**src/rtl/multi_monostable_pkg.sv**
```systemverilog
// Shared types and constants for the multi-channel one-shot pulse generator.
package multi_monostable_pkg;

    typedef enum logic [1:0] {
        ST_IDLE,
        ST_ACTIVE,
        ST_HOLDOFF
    } state_e;

    localparam int unsigned EDGE_RISE = 0;
    localparam int unsigned EDGE_FALL = 1;
    localparam int unsigned EDGE_BOTH = 2;

    localparam int unsigned SYNC_DEPTH = 2;

    // Qualifies an edge between the previous and current trigger samples.
    function automatic logic edge_hit(input int unsigned mode, input logic cur, input logic prev);
        case (mode)
            EDGE_RISE: return cur & ~prev;
            EDGE_FALL: return ~cur & prev;
            default:   return cur ^ prev;
        endcase
    endfunction

endpackage

```
**src/rtl/multi_monostable_if.sv**
```systemverilog
// Trigger/config/result bundle of the multi-channel one-shot block.
interface multi_monostable_if #(
    parameter int unsigned CHANNELS = 4,
    parameter int unsigned CNT_W    = 16
);
    logic [CHANNELS-1:0] trigger;
    logic [CNT_W-1:0]    pulse_len;
    logic [CNT_W-1:0]    holdoff_len;
    logic [CHANNELS-1:0] retrig_en;
    logic [CHANNELS-1:0] pulse;
    logic [CHANNELS-1:0] done;
    logic [CHANNELS-1:0] busy;

    modport master (
        output trigger, pulse_len, holdoff_len, retrig_en,
        input  pulse, done, busy
    );

    modport slave (
        input  trigger, pulse_len, holdoff_len, retrig_en,
        output pulse, done, busy
    );
endinterface

```
**src/rtl/multi_monostable_ch.sv**
```systemverilog
// One one-shot channel: optional synchronizer, edge detect, FSM and counter.
// Synchronizer is built only when MULTI_MONOSTABLE_SYNC_EN is defined.
module multi_monostable_ch
    import multi_monostable_pkg::*;
#(
    parameter int unsigned CNT_W     = 16,
    parameter int unsigned EDGE_MODE = EDGE_RISE
) (
    input  logic             clk,
    input  logic             rst,
    input  logic             trigger,
    input  logic [CNT_W-1:0] pulse_len,
    input  logic [CNT_W-1:0] holdoff_len,
    input  logic             retrig_en,
    output logic             pulse,
    output logic             done,
    output logic             busy
);

    localparam logic [CNT_W-1:0] CNT_ONE = CNT_W'(1);

    logic             trig_in;
    logic             trig_q;
    logic             prev_q;
    logic             edge_seen;
    logic             len_ok;
    state_e           state_q;
    logic [CNT_W-1:0] cnt_q;

`ifdef MULTI_MONOSTABLE_SYNC_EN
    logic [SYNC_DEPTH-1:0] sync_q;

    always_ff @(posedge clk or posedge rst) begin
        if (rst) begin
            sync_q <= '0;
        end else begin
            sync_q <= {sync_q[SYNC_DEPTH-2:0], trigger};
        end
    end

    assign trig_in = sync_q[SYNC_DEPTH-1];
`else
    assign trig_in = trigger;
`endif

    // History loads 0 so a trigger high across reset release reads as a rising edge.
    always_ff @(posedge clk or posedge rst) begin
        if (rst) begin
            trig_q <= 1'b0;
            prev_q <= 1'b0;
        end else begin
            trig_q <= trig_in;
            prev_q <= trig_q;
        end
    end

    assign edge_seen = edge_hit(EDGE_MODE, trig_q, prev_q);
    assign len_ok    = (pulse_len != '0);

    always_ff @(posedge clk or posedge rst) begin
        if (rst) begin
            state_q <= ST_IDLE;
            cnt_q   <= '0;
            pulse   <= 1'b0;
            done    <= 1'b0;
            busy    <= 1'b0;
        end else begin
            done <= 1'b0;
            unique case (state_q)
                ST_IDLE: begin
                    if (edge_seen && len_ok) begin
                        state_q <= ST_ACTIVE;
                        cnt_q   <= pulse_len;
                        pulse   <= 1'b1;
                        busy    <= 1'b1;
                    end
                end
                ST_ACTIVE: begin
                    // Reload wins over both decrement and expiry.
                    if (edge_seen && retrig_en && len_ok) begin
                        cnt_q <= pulse_len;
                    end else if (cnt_q <= CNT_ONE) begin
                        pulse <= 1'b0;
                        done  <= 1'b1;
                        cnt_q <= holdoff_len;
                        if (holdoff_len != '0) begin
                            state_q <= ST_HOLDOFF;
                        end else begin
                            state_q <= ST_IDLE;
                            busy    <= 1'b0;
                        end
                    end else begin
                        cnt_q <= cnt_q - CNT_ONE;
                    end
                end
                ST_HOLDOFF: begin
                    if (cnt_q <= CNT_ONE) begin
                        state_q <= ST_IDLE;
                        cnt_q   <= '0;
                        busy    <= 1'b0;
                    end else begin
                        cnt_q <= cnt_q - CNT_ONE;
                    end
                end
                default: begin
                    state_q <= ST_IDLE;
                    cnt_q   <= '0;
                    pulse   <= 1'b0;
                    busy    <= 1'b0;
                end
            endcase
        end
    end

endmodule

```
**src/rtl/multi_monostable.sv**
```systemverilog
// Multi-channel one-shot pulse generator; CHANNELS independent channels sharing
// pulse_len/holdoff_len. Define MULTI_MONOSTABLE_SYNC_EN for asynchronous triggers.
module multi_monostable
    import multi_monostable_pkg::*;
#(
    parameter int unsigned CHANNELS  = 4,
    parameter int unsigned CNT_W     = 16,
    parameter int unsigned EDGE_MODE = EDGE_RISE
) (
    input logic               clk,
    input logic               rst,
    multi_monostable_if.slave bus
);

    for (genvar i = 0; i < CHANNELS; i++) begin : g_ch
        multi_monostable_ch #(
            .CNT_W    (CNT_W),
            .EDGE_MODE(EDGE_MODE)
        ) u_ch (
            .clk        (clk),
            .rst        (rst),
            .trigger    (bus.trigger[i]),
            .pulse_len  (bus.pulse_len),
            .holdoff_len(bus.holdoff_len),
            .retrig_en  (bus.retrig_en[i]),
            .pulse      (bus.pulse[i]),
            .done       (bus.done[i]),
            .busy       (bus.busy[i])
        );
    end

endmodule

```
**src/flat_wrapper.sv**
```systemverilog
// flat-port wrapper written by rule: the top's interface ports become plain ports
module multi_monostable_flat import multi_monostable_pkg::*;
#(
    parameter int unsigned CHANNELS  = 4,
    parameter int unsigned CNT_W     = 16,
    parameter int unsigned EDGE_MODE = EDGE_RISE
)
  (clk, rst, bus_trigger, bus_pulse_len, bus_holdoff_len, bus_retrig_en, bus_pulse, bus_done, bus_busy);
  multi_monostable_if #(.CHANNELS(CHANNELS), .CNT_W(CNT_W)) bus_i ();
  input logic clk;
  input logic rst;
  input wire logic [$bits(bus_i.trigger)-1:0] bus_trigger;
  input wire logic [$bits(bus_i.pulse_len)-1:0] bus_pulse_len;
  input wire logic [$bits(bus_i.holdoff_len)-1:0] bus_holdoff_len;
  input wire logic [$bits(bus_i.retrig_en)-1:0] bus_retrig_en;
  output wire logic [$bits(bus_i.pulse)-1:0] bus_pulse;
  output wire logic [$bits(bus_i.done)-1:0] bus_done;
  output wire logic [$bits(bus_i.busy)-1:0] bus_busy;
  assign bus_i.trigger = bus_trigger;
  assign bus_i.pulse_len = bus_pulse_len;
  assign bus_i.holdoff_len = bus_holdoff_len;
  assign bus_i.retrig_en = bus_retrig_en;
  assign bus_pulse = bus_i.pulse;
  assign bus_done = bus_i.done;
  assign bus_busy = bus_i.busy;
  multi_monostable #(.CHANNELS(CHANNELS), .CNT_W(CNT_W), .EDGE_MODE(EDGE_MODE)) u_core (.clk(clk), .rst(rst), .bus(bus_i));
endmodule
```
**config.mk**
```make
export PLATFORM = sky130hd
export DESIGN_NAME = multi_monostable_flat
export DESIGN_NICKNAME = d
export VERILOG_FILES = /design/src/rtl/multi_monostable_pkg.sv /design/src/rtl/multi_monostable_if.sv /design/src/rtl/multi_monostable_ch.sv /design/src/rtl/multi_monostable.sv /design/src/flat_wrapper.sv
export SDC_FILE = /design/constraint.sdc
export NUM_CORES = 1
export LEC_CHECK = 0
export BUFFER_PORTS_ARGS = -buffer_cell sky130_fd_sc_hd__buf_2
export CAP_MARGIN = 30
export CORE_MARGIN = 1.5
export CORE_UTILIZATION = 62
export CTS_CLUSTER_DIAMETER = 120
export DETAILED_ROUTE_END_ITERATION = 10
export PLACE_DENSITY = 0.84
export SLEW_MARGIN = 30
export SYNTH_ARGS = -nofsm -noshare
export SYNTH_HDL_FRONTEND = slang
export SYNTH_SLANG_ARGS = --single-unit
```
**constraint.sdc**
```tcl
create_clock -name clk -period 3.6 [get_ports clk]
set_clock_uncertainty 0.2 [all_clocks]
set_input_delay 0.36 -clock clk [delete_from_list [all_inputs] [get_ports clk]]
set_output_delay 0.36 -clock clk [all_outputs]
set_load 0.01 [all_outputs]
```
==> impl_metrics.env, run 1 <==
export IMPL_outcome="completed"
export IMPL_startpoint="u_core.g_ch[0].u_ch.cnt_q[10]$_DFFE_PP0P_"
export IMPL_required_ns=3.62
export IMPL_synth_seq_cells=92
export IMPL_place_congestion=0.9861
export IMPL_hp_start="u_core.g_ch[1].u_ch.trig_q$_DFF_PP0_"
export IMPL_mostFrequentLayoutCell="dfrtp_1"
export IMPL_whs_endpoint="u_core.g_ch[1].u_ch.prev_q$_DFF_PP0_"
export IMPL_yosys_most_used_dff="dfrtp_1"
export IMPL_yosysWarnings=0
export IMPL_setup_tns_final_ns=0
export IMPL_synth_seq_area_share=0.3230
export IMPL_period_needed_ns=3.222
export IMPL_rr_startpoint="u_core.g_ch[0].u_ch.cnt_q[10]$_DFFE_PP0P_"
export IMPL_post_synth_top_area_cell="dfrtp_1"
export IMPL_cts_max_path_buffers=2
export IMPL_criticalPathCategory="flop to flop"
export IMPL_start_util=0.6461
export IMPL_synth_edf_count=0
export IMPL_instances_no_fill=1038
export IMPL_antenna_found_initial=0
export IMPL_io_buffers=53
export IMPL_syn_area_sq_um=7127
export IMPL_cp_top_family="simple AND/OR/NAND/NOR gates"
export IMPL_drive_gt1_frac=0.1336
export IMPL_drt_iter0_drc=1595
export IMPL_cp_start_kind="flop"
export IMPL_avgSynthCellArea_sq_um=8.220
export IMPL_worst_hold_slack_ns=0.1701
export IMPL_syn_nets=917
export IMPL_async_flop_share=1.000
export IMPL_p_per_area_nw_per_um2=636.0
export IMPL_fp_dieW_um=110.2
export IMPL_row_count=38
export IMPL_min_period_over_period=0.8949
export IMPL_rsz0062_at_grt="no"
export IMPL_syn_to_final_growth_pct=9.077
export IMPL_ys_types=84
export IMPL_rr_endpoint="u_core.g_ch[0].u_ch.cnt_q[7]$_DFFE_PP0P_"
export IMPL_die_height_um=110.2
export IMPL_grt_max_degree=38
export IMPL_antenna_cells=0
export IMPL_slew_violations=0
export IMPL_path_cells="or4_1, nand4bb_1, or2_1, mux2_4, a22oi_1, o311ai_1"
export IMPL_ir_worst_vdd_v=0.0003756
export IMPL_synth_area_leaders="dfrtp_1, nor2_1, nand2_1"
export IMPL_place_area_sq_um=7435
export IMPL_dieArea_sq_um=12150
export IMPL_hold_viol=0
export IMPL_leakage_nw=3.184
export IMPL_cts_buffers=9
export IMPL_synth_cells=867
export IMPL_final_cell_mix="dfrtp_1, nor2_1, nand2_1, buf_2, a21oi_1"
export IMPL_drv_cap=0
export IMPL_hpwl_um=16830
export IMPL_fmax_mhz=310.4
export IMPL_vias=7797
export IMPL_cts_root_buf="clkbuf_16"
export IMPL_min_delay_path_class="flop to flop"
export IMPL_drt_total_wl_um=24960
export IMPL_worstSetupEndpointType="flop"
export IMPL_grt_pass1_vias=7304
export IMPL_cp_num_buf_inv=0
export IMPL_cp_max_fo=25
export IMPL_cpMaxStageDelayCell="or2_1"
export IMPL_firstDrtPassIters=10
export IMPL_setup_viol=0
export IMPL_wl_per_cell_um=24.04
export IMPL_place_inst=1018
export IMPL_design_area_sq_um=7774
export IMPL_cts_tree="built"
export IMPL_worstMarginPinSlew_ns=0.9308
export IMPL_grt_first_pass_wirelength_um=38820
export IMPL_maxSlewHeadroom=0.3753
export IMPL_via_per_inst=7.512
export IMPL_core_sq_um=11030
export IMPL_min_path_cells=0
export IMPL_nFillCells=899
export IMPL_path_clk_slew_ns=0.07
export IMPL_layout_nets=944
export IMPL_grt_overflow=0
export IMPL_ios=54
export IMPL_clock_latency_ns=0.35
export IMPL_drcViolationCount=0
export IMPL_cp_arrival_ns=3.24
export IMPL_reg2reg_depth=6
export IMPL_ant_nets=0
export IMPL_cts_sinks=92
export IMPL_synth_top_cell_area_share=0.3230
export IMPL_cts_htree_levels=3
export IMPL_grt_total_usage=0.4245
export IMPL_r2r_setup_slack_ns=0.38
export IMPL_slowest_delay_ns=0.67
export IMPL_post_cts_buffers=0
[metal layers]
layer	wire, um	track usage	share of wire
met1	9034	0.5501	0.36
met2	10780	0.6393	0.43
met3	3635	0.1141	0.15
met4	1505	0.2427	0.060
met5	0	0	0
[synth_stat cells, types with 11 or more instances]
cell type,instances
nor2b_1,11
inv_1,25
nor3_1,36
nor2_1,82
a21oi_1,48
xnor2_1,27
and3_1,15
mux2i_1,23
a31oi_1,24
clkbuf_1,35
o211ai_1,15
buf_2,14
o221ai_1,14
nand2_1,72
dfrtp_1,92
o21ai_1,20
xor2_1,11
nor4_1,21
buf_4,14
o21ai_0,32
a22oi_1,12
o22ai_1,15
nand3_1,30
[power breakdown]
| group | switching (W) | leakage [nW] | internal (W) |
|---|---|---|---|
| Clock | 0.000416 | 0.145 | 0.000540 |
| Sequential | 0.000540 | 1.09 | 0.00140 |
| Combinational | 0.00111 | 1.95 | 0.000938 |
| Total | 0.00206 | 3.18 | 0.00288 |
[area by class of cell]
class | count | area (sq um) | area share
clock buffer | 14 | 284.0 | 0.03654
clock inverter | 1 | 5.005 | 0.0006438
inverter | 27 | 103.9 | 0.01336
multi-input combinational | 681 | 4400 | 0.5661
timing repair buffer | 83 | 503.0 | 0.06470
sequential | 92 | 2302 | 0.2962
tap | 140 | 175.2 | 0.02253
[stage by stage]
step | utilization | setup WS, ns | power (W)
3_3_place_gp | 0.6740 | 0.4764 | 0.003798
4_1_cts | 0.7047 | 0.4289 | 0.004863
5_1_grt | 0.7047 | 0.2847 | 0.005204
3_5_place_dp | 0.6740 | 0.3786 | 0.003896
2_1_floorplan | - | 0.6480 | 0.003349
6_report | 0.7047 | 0.3784 | 0.004944
[state kept, by name (all words and copies together) (netlist names)]
register and cells:
u_core.g_ch.u_ch.done 4, u_core.g_ch.u_ch.trig_q 4, u_core.g_ch.u_ch.pulse 4, u_core.g_ch.u_ch.cnt_q 64, u_core.g_ch.u_ch.state_q 8, u_core.g_ch.u_ch.busy 4
u_core.g_ch.u_ch.prev_q 4
[timing repair]
action	CTS	global route
resized for setup	0	0
endpoints found under the hold margin	39	0
hold buffers	5	0
[worst max-delay path by stage]
stage                                                            to  slack, ns  depth (start not counted)
after global routing      u_core.g_ch[0].u_ch.cnt_q[11]$_DFFE_PP0P_       0.28                          6
after global placement     u_core.g_ch[1].u_ch.cnt_q[4]$_DFFE_PP0P_       0.48                          7
after floorplan                u_core.g_ch[0].u_ch.busy$_DFFE_PP0P_       0.65                          1
after CTS                  u_core.g_ch[0].u_ch.cnt_q[7]$_DFFE_PP0P_       0.43                          6
final                      u_core.g_ch[0].u_ch.cnt_q[7]$_DFFE_PP0P_       0.38                          6
after detailed placement   u_core.g_ch[1].u_ch.cnt_q[4]$_DFFE_PP0P_       0.38                          7
[cells by family (layout without fill, tap and decap cells)]
logic type               Yosys count  after routing  synth area share
AND/OR/NAND/NOR                  324            324            0.2284
AO/OA/AOI/OAI                    285            285            0.2886
buffers and inverters             94            125           0.06162
flip-flops                        92             92            0.3230
XOR/XNOR                          38             38           0.04670
multiplexers                      26             26           0.03757
adder cells (fa/ha/maj)            8              8           0.01405
Power figures use the tool's default switching activity.
==> run 2, diff against run 1 <==
- clock period: 3.6 -> 3.1 ns (I/O delays scaled with it)
==> run 2 against run 1 <==
  * Die area is the same
  * Via count increased by 1.2%
  * Non-clock buffer count up 32
  * Critical path type unchanged
  * Critical endpoint is now u_core.g_ch[0].u_ch.cnt_q[11]$_DFFE_PP0P_
  * Largest cell class unchanged
==> impl_metrics.env, run 2 (synthesized netlist as in run 1, its figures left out) <==
export IMPL_p_int_w=0.003405
export IMPL_min_delay_path_class="input pin to flop"
export IMPL_p_per_area_nw_per_um2=726.0
export IMPL_ir_worst_vdd_v=0.0004629
export IMPL_hpwl_um=17620
export IMPL_whs_endpoint="u_core.g_ch[1].u_ch.cnt_q[3]$_DFFE_PP0P_"
export IMPL_via_per_inst=7.365
export IMPL_swShare=0.4162
export IMPL_firstDrtPassIters=9
export IMPL_largest_reg_flops=64
export IMPL_cts_buffers=9
export IMPL_hp_start="bus_pulse_len[3]"
export IMPL_clock_latency_ns=0.36
export IMPL_cts_resized=0
export IMPL_leakage_nw=3.343
export IMPL_cp_start_kind="flop"
export IMPL_cp_max_fo=12
export IMPL_required_ns=3.13
export IMPL_die_height_um=110.2
export IMPL_grt_pass1_vias=7418
export IMPL_cts_root_buf="clkbuf_16"
export IMPL_grt_total_usage=0.4308
export IMPL_rsz0062_at_grt="no"
export IMPL_power_frac_comb=0.425
export IMPL_post_cts_buffers=0
export IMPL_final_cell_mix="dfrtp_1, nor2_1, nand2_1, buf_4, buf_2"
export IMPL_place_congestion=0.9577
export IMPL_drv_cap=0
export IMPL_worstSetupEndpointType="flop"
export IMPL_min_period_over_period=0.9304
export IMPL_core_sq_um=11030
export IMPL_rr_startpoint="u_core.g_ch[0].u_ch.cnt_q[11]$_DFFE_PP0P_"
export IMPL_wl_per_cell_um=23.82
export IMPL_drcViolationCount=0
export IMPL_slew_violations=0
export IMPL_path_clk_slew_ns=0.07
export IMPL_hold_viol=0
export IMPL_pwr_share_seq=0.383
export IMPL_dieArea_sq_um=12150
export IMPL_vias=7888
export IMPL_min_path_cells=3
export IMPL_cts_tree="built"
export IMPL_reg2reg_depth=7
export IMPL_antenna_cells=0
export IMPL_cts_max_path_buffers=2
export IMPL_finish_utilization=0.7284
export IMPL_largestRegisters="u_core.g_ch.u_ch.cnt_q (64), u_core.g_ch.u_ch.state_q (8)"
export IMPL_ctsHoldBuffers=5
export IMPL_layout_nets=976
export IMPL_start_util=0.6461
export IMPL_fp_dieW_um=110.2
export IMPL_antenna_found_initial=0
export IMPL_outcome="completed"
export IMPL_maxSlewHeadroom=0.5680
export IMPL_drive_gt1_frac=0.1633
export IMPL_cts_sinks=92
export IMPL_criticalPathCategory="flop to flop"
export IMPL_grt_max_degree=51
export IMPL_mostFrequentLayoutCell="dfrtp_1"
export IMPL_drt_iter0_drc=1191
export IMPL_grt_overflow=0
export IMPL_r2r_setup_slack_ns=0.22
export IMPL_setup_viol=0
export IMPL_p_switching_w=0.002428
export IMPL_cp_arrival_ns=2.92
export IMPL_drt_total_wl_um=25510
export IMPL_syn_to_final_growth_pct=12.75
export IMPL_top_register="u_core.g_ch.u_ch.cnt_q"
export IMPL_startpoint="u_core.g_ch[0].u_ch.cnt_q[11]$_DFFE_PP0P_"
export IMPL_p_clk_frac=0.193
export IMPL_ios=54
export IMPL_total_power_w=0.005833
export IMPL_row_count=38
export IMPL_setup_slack_ns=0.2157
export IMPL_rr_endpoint="u_core.g_ch[0].u_ch.cnt_q[11]$_DFFE_PP0P_"
export IMPL_fmax_mhz=346.7
export IMPL_grt_first_pass_wirelength_um=39210
export IMPL_setup_tns_final_ns=0
export IMPL_cts_htree_levels=3
export IMPL_dp_slack_ns=0.2324
export IMPL_worstMarginPinSlew_ns=0.6480
export IMPL_ant_nets=0
export IMPL_io_buffers=53
export IMPL_period_needed_ns=2.884
==> run 2: changes by cell type in the layout (fill, tap and decap cells not counted) <==
cell        before  now
buf_12           0    2
buf_4           25   55
bufinv_16        0    1
clkbuf_1         1    2
clkbuf_8         4    0
clkinv_2         1    3
clkinvlp_4       0    1
==> run 2: per-layer routing <==
layer / up-vias / GRT usage / share of wire
met5: - / 0 / 0
met1: 3712 / 0.5672 / 0.37
met2: 650 / 0.6557 / 0.43
met4: 0 / 0.2491 / 0.058
met3: 122 / 0.09171 / 0.14
li1: 3404 / - / -
==> run 2: worst max-delay path, cell delays in order (launching register included) <==
cell and delay, ns:
dfrtp_1 0.44, or4_1 0.54, nand4bb_1 0.36, o21ai_0 0.38, buf_4 0.28, nor4_1 0.08
a21oi_1 0.12, or3b_1 0.36
==> run 2: worst max-delay path by stage <==
stage | slack, ns | cells after the start | end
2_1_floorplan | 0.20 | 1 | u_core.g_ch[0].u_ch.busy$_DFFE_PP0P_
3_3_place_gp | 0.29 | 8 | u_core.g_ch[3].u_ch.cnt_q[4]$_DFFE_PP0P_
3_5_place_dp | 0.23 | 7 | u_core.g_ch[3].u_ch.cnt_q[12]$_DFFE_PP0P_
4_1_cts | 0.25 | 7 | u_core.g_ch[0].u_ch.cnt_q[11]$_DFFE_PP0P_
5_1_grt | 0.09 | 7 | u_core.g_ch[0].u_ch.cnt_q[12]$_DFFE_PP0P_
6_report | 0.22 | 7 | u_core.g_ch[0].u_ch.cnt_q[11]$_DFFE_PP0P_
==> run 2: area by class of cell <==
| class | instances | area, sq um |
|---|---|---|
| multi-input combinational | 681 | 4400 |
| fill | 854 | 2995 |
| sequential | 92 | 2302 |
| timing repair buffer | 115 | 768.2 |
| clock buffer | 11 | 232.7 |
| tap | 140 | 175.2 |
| inverter | 27 | 103.9 |
| clock inverter | 5 | 52.55 |
==> run 2: through the flow <==
| stage | hold WS, ns | std cells | cell area, sq um |
|---|---|---|---|
| 2_1_floorplan | 0.1414 | 867 | 7127 |
| 3_3_place_gp | 0.1531 | 1050 | 7700 |
| 3_5_place_dp | 0.1568 | 1050 | 7700 |
| 4_1_cts | 0.1047 | 1071 | 8035 |
| 5_1_grt | 0.1200 | 1071 | 8035 |
| 6_report | 0.1127 | 1071 | 8035 |
==> run 2: power by group through the flow <==
stage	clock [W]	sequential, W	combinational, W
final	0.00112	0.00223	0.00248
after global routing	0.00116	0.00227	0.00270
after CTS	0.00112	0.00220	0.00242
after detailed placement	0	0.00222	0.00239
after global placement	0	0.00219	0.00231
after floorplan	0	0.00204	0.00185
==> run 3, diff against run 2 <==
- CORE_ASPECT_RATIO: not set -> 1.1
==> run 3 against run 2 <==
  * Final area is 0.45% lower
  * Non-clock buffer count is 3 lower
  * Global-route usage is 0.86 points lower
  * Critical path type unchanged
==> impl_metrics.env, run 3 (synthesized netlist as in run 1, its figures left out) <==
export IMPL_cts_htree_levels=3
export IMPL_cp_max_fo=10
export IMPL_grtUsageMet2=0.6697
export IMPL_cts_buffers=9
export IMPL_worst_hold_slack_ns=0.1162
export IMPL_setup_slack_ns=0.2054
export IMPL_top_register="u_core.g_ch.u_ch.cnt_q"
export IMPL_dp_slack_ns=0.2218
export IMPL_rsz0062_at_grt="no"
export IMPL_place_inst=1054
export IMPL_slew_violations=0
export IMPL_antenna_found_initial=0
export IMPL_largestRegisters="u_core.g_ch.u_ch.cnt_q (64), u_core.g_ch.u_ch.state_q (8)"
export IMPL_fmax_mhz=345.5
export IMPL_vias=7765
export IMPL_wl_per_cell_um=23.70
export IMPL_fp_dieW_um=105.2
export IMPL_final_cell_mix="dfrtp_1, nor2_1, nand2_1, buf_4, buf_2"
export IMPL_outcome="completed"
export IMPL_worstSetupEndpointType="flop"
export IMPL_mostFrequentLayoutCell="dfrtp_1"
export IMPL_cts_tree="built"
export IMPL_ant_nets=0
export IMPL_via_per_inst=7.223
export IMPL_layout_nets=973
export IMPL_grt_max_degree=48
export IMPL_largest_reg_flops=64
export IMPL_busiest_layer="met2"
export IMPL_dieArea_sq_um=12150
export IMPL_ios=54
export IMPL_grt_total_usage=0.4222
export IMPL_cp_top_family="simple AND/OR/NAND/NOR gates"
export IMPL_core_sq_um=11060
export IMPL_hpwl_um=18060
export IMPL_min_delay_path_class="input pin to flop"
export IMPL_drive_gt1_frac=0.1627
export IMPL_instances_no_fill=1075
export IMPL_cp_arrival_ns=2.89
export IMPL_hold_viol=0
export IMPL_die_height_um=115.4
export IMPL_drv_cap=0
export IMPL_grt_overflow=0
export IMPL_row_count=40
export IMPL_syn_to_final_growth_pct=12.24
export IMPL_p_per_area_nw_per_um2=727.9
export IMPL_place_congestion=0.9645
export IMPL_leakage_nw=3.320
export IMPL_grt_pass1_vias=7327
export IMPL_setup_viol=0
export IMPL_cts_sinks=92
export IMPL_criticalPathCategory="flop to flop"
export IMPL_io_buffers=53
export IMPL_drt_total_wl_um=25480
export IMPL_path_cells="inv_1, ha_1, nor2_1, and4b_1, nand2_1, mux2_2, a221oi_1, o32ai_1"
export IMPL_maxSlewHeadroom=0.4934
export IMPL_antenna_cells=0
export IMPL_path_clk_slew_ns=0.07
export IMPL_drcViolationCount=0
export IMPL_worstMarginPinSlew_ns=0.7520
export IMPL_slowest_delay_ns=0.45
export IMPL_cp_num_buf_inv=1
export IMPL_cts_max_path_buffers=2
export IMPL_period_needed_ns=2.895
export IMPL_start_util=0.6443
export IMPL_use_met3=0.07818
export IMPL_ir_worst_vdd_v=0.0004366
export IMPL_nFillCells=896
export IMPL_required_ns=3.10
export IMPL_post_cts_buffers=0
export IMPL_grtUsageMet1=0.5518
export IMPL_cts_root_buf="clkbuf_16"
export IMPL_firstDrtPassIters=7
export IMPL_cpMaxStageDelayCell="dfrtp_1"
export IMPL_cp_start_kind="flop"
export IMPL_grt_first_pass_wirelength_um=39510
export IMPL_min_period_over_period=0.9338
export IMPL_drt_iter0_drc=1009
export IMPL_setup_tns_final_ns=0
export IMPL_clock_latency_ns=0.36
## run 3: stage by stage
stage	cell area (sq um)	util	total power (W)
finish	7999	0.7232	0.005822
global route	7999	0.7232	0.006135
CTS	7999	0.7232	0.005717
detailed placement	7661	0.6926	0.004614
global placement	7661	0.6926	0.004505
floorplan	7127	-	0.003890
## run 3: metal layers
metal	vias up	part of all wire	routed length (um)
met5	-	0	0
met4	0	0.060	1517
met3	137	0.13	3205
met2	590	0.44	11240
met1	3637	0.37	9517
li1	3401	-	-
## run 3: layout make-up
type / count / area [sq um] / share of cell area
clock buffer: 11 / 252.7 / 0.03160
tap: 147 / 183.9 / 0.02299
inverter: 27 / 103.9 / 0.01298
timing repair buffer: 112 / 720.7 / 0.09010
sequential: 92 / 2302 / 0.2878
clock inverter: 5 / 35.03 / 0.004380
multi-input combinational: 681 / 4400 / 0.5501
## run 3: worst min-delay path, stage by stage
cell     delay, ns
buf_2         0.16
nand2_1       0.08
a31oi_1       0.08
## run 3: repair_timing
item | CTS | global route
hold endpoints to repair | 49 | 0
endpoints found under the setup margin | 0 | 1
resized for setup | 0 | 1
hold buffers | 5 | 0
## run 3: final timing paths
path / start / to / slack (ns) / cells after the start
worst min register to register: u_core.g_ch[3].u_ch.trig_q$_DFF_PP0_ / u_core.g_ch[3].u_ch.prev_q$_DFF_PP0_ / 0.17 / 0
worst max register to register: u_core.g_ch[1].u_ch.cnt_q[0]$_DFFE_PP0P_ / u_core.g_ch[1].u_ch.cnt_q[5]$_DFFE_PP0P_ / 0.21 / 8
worst min-delay path: bus_pulse_len[3] / u_core.g_ch[1].u_ch.cnt_q[3]$_DFFE_PP0P_ / 0.12 / 3
worst max-delay path: u_core.g_ch[1].u_ch.cnt_q[0]$_DFFE_PP0P_ / u_core.g_ch[1].u_ch.cnt_q[5]$_DFFE_PP0P_ / 0.21 / 8
min in group asynchronous: rst / u_core.g_ch[2].u_ch.state_q[1]$_DFFE_PP0P_ / 0.39 / 3
max in group asynchronous: rst / u_core.g_ch[2].u_ch.cnt_q[0]$_DFFE_PP0P_ / 1.52 / 4
## run 3: where the power goes
| part | switching [W] | total, W | internal (W) |
|---|---|---|---|
| logic | 0.00134 | 0.00248 | 0.00114 |
| registers | 0.000607 | 0.00224 | 0.00163 |
| clock network | 0.000516 | 0.00111 | 0.000590 |
| total | 0.00246 | 0.00582 | 0.00336 |
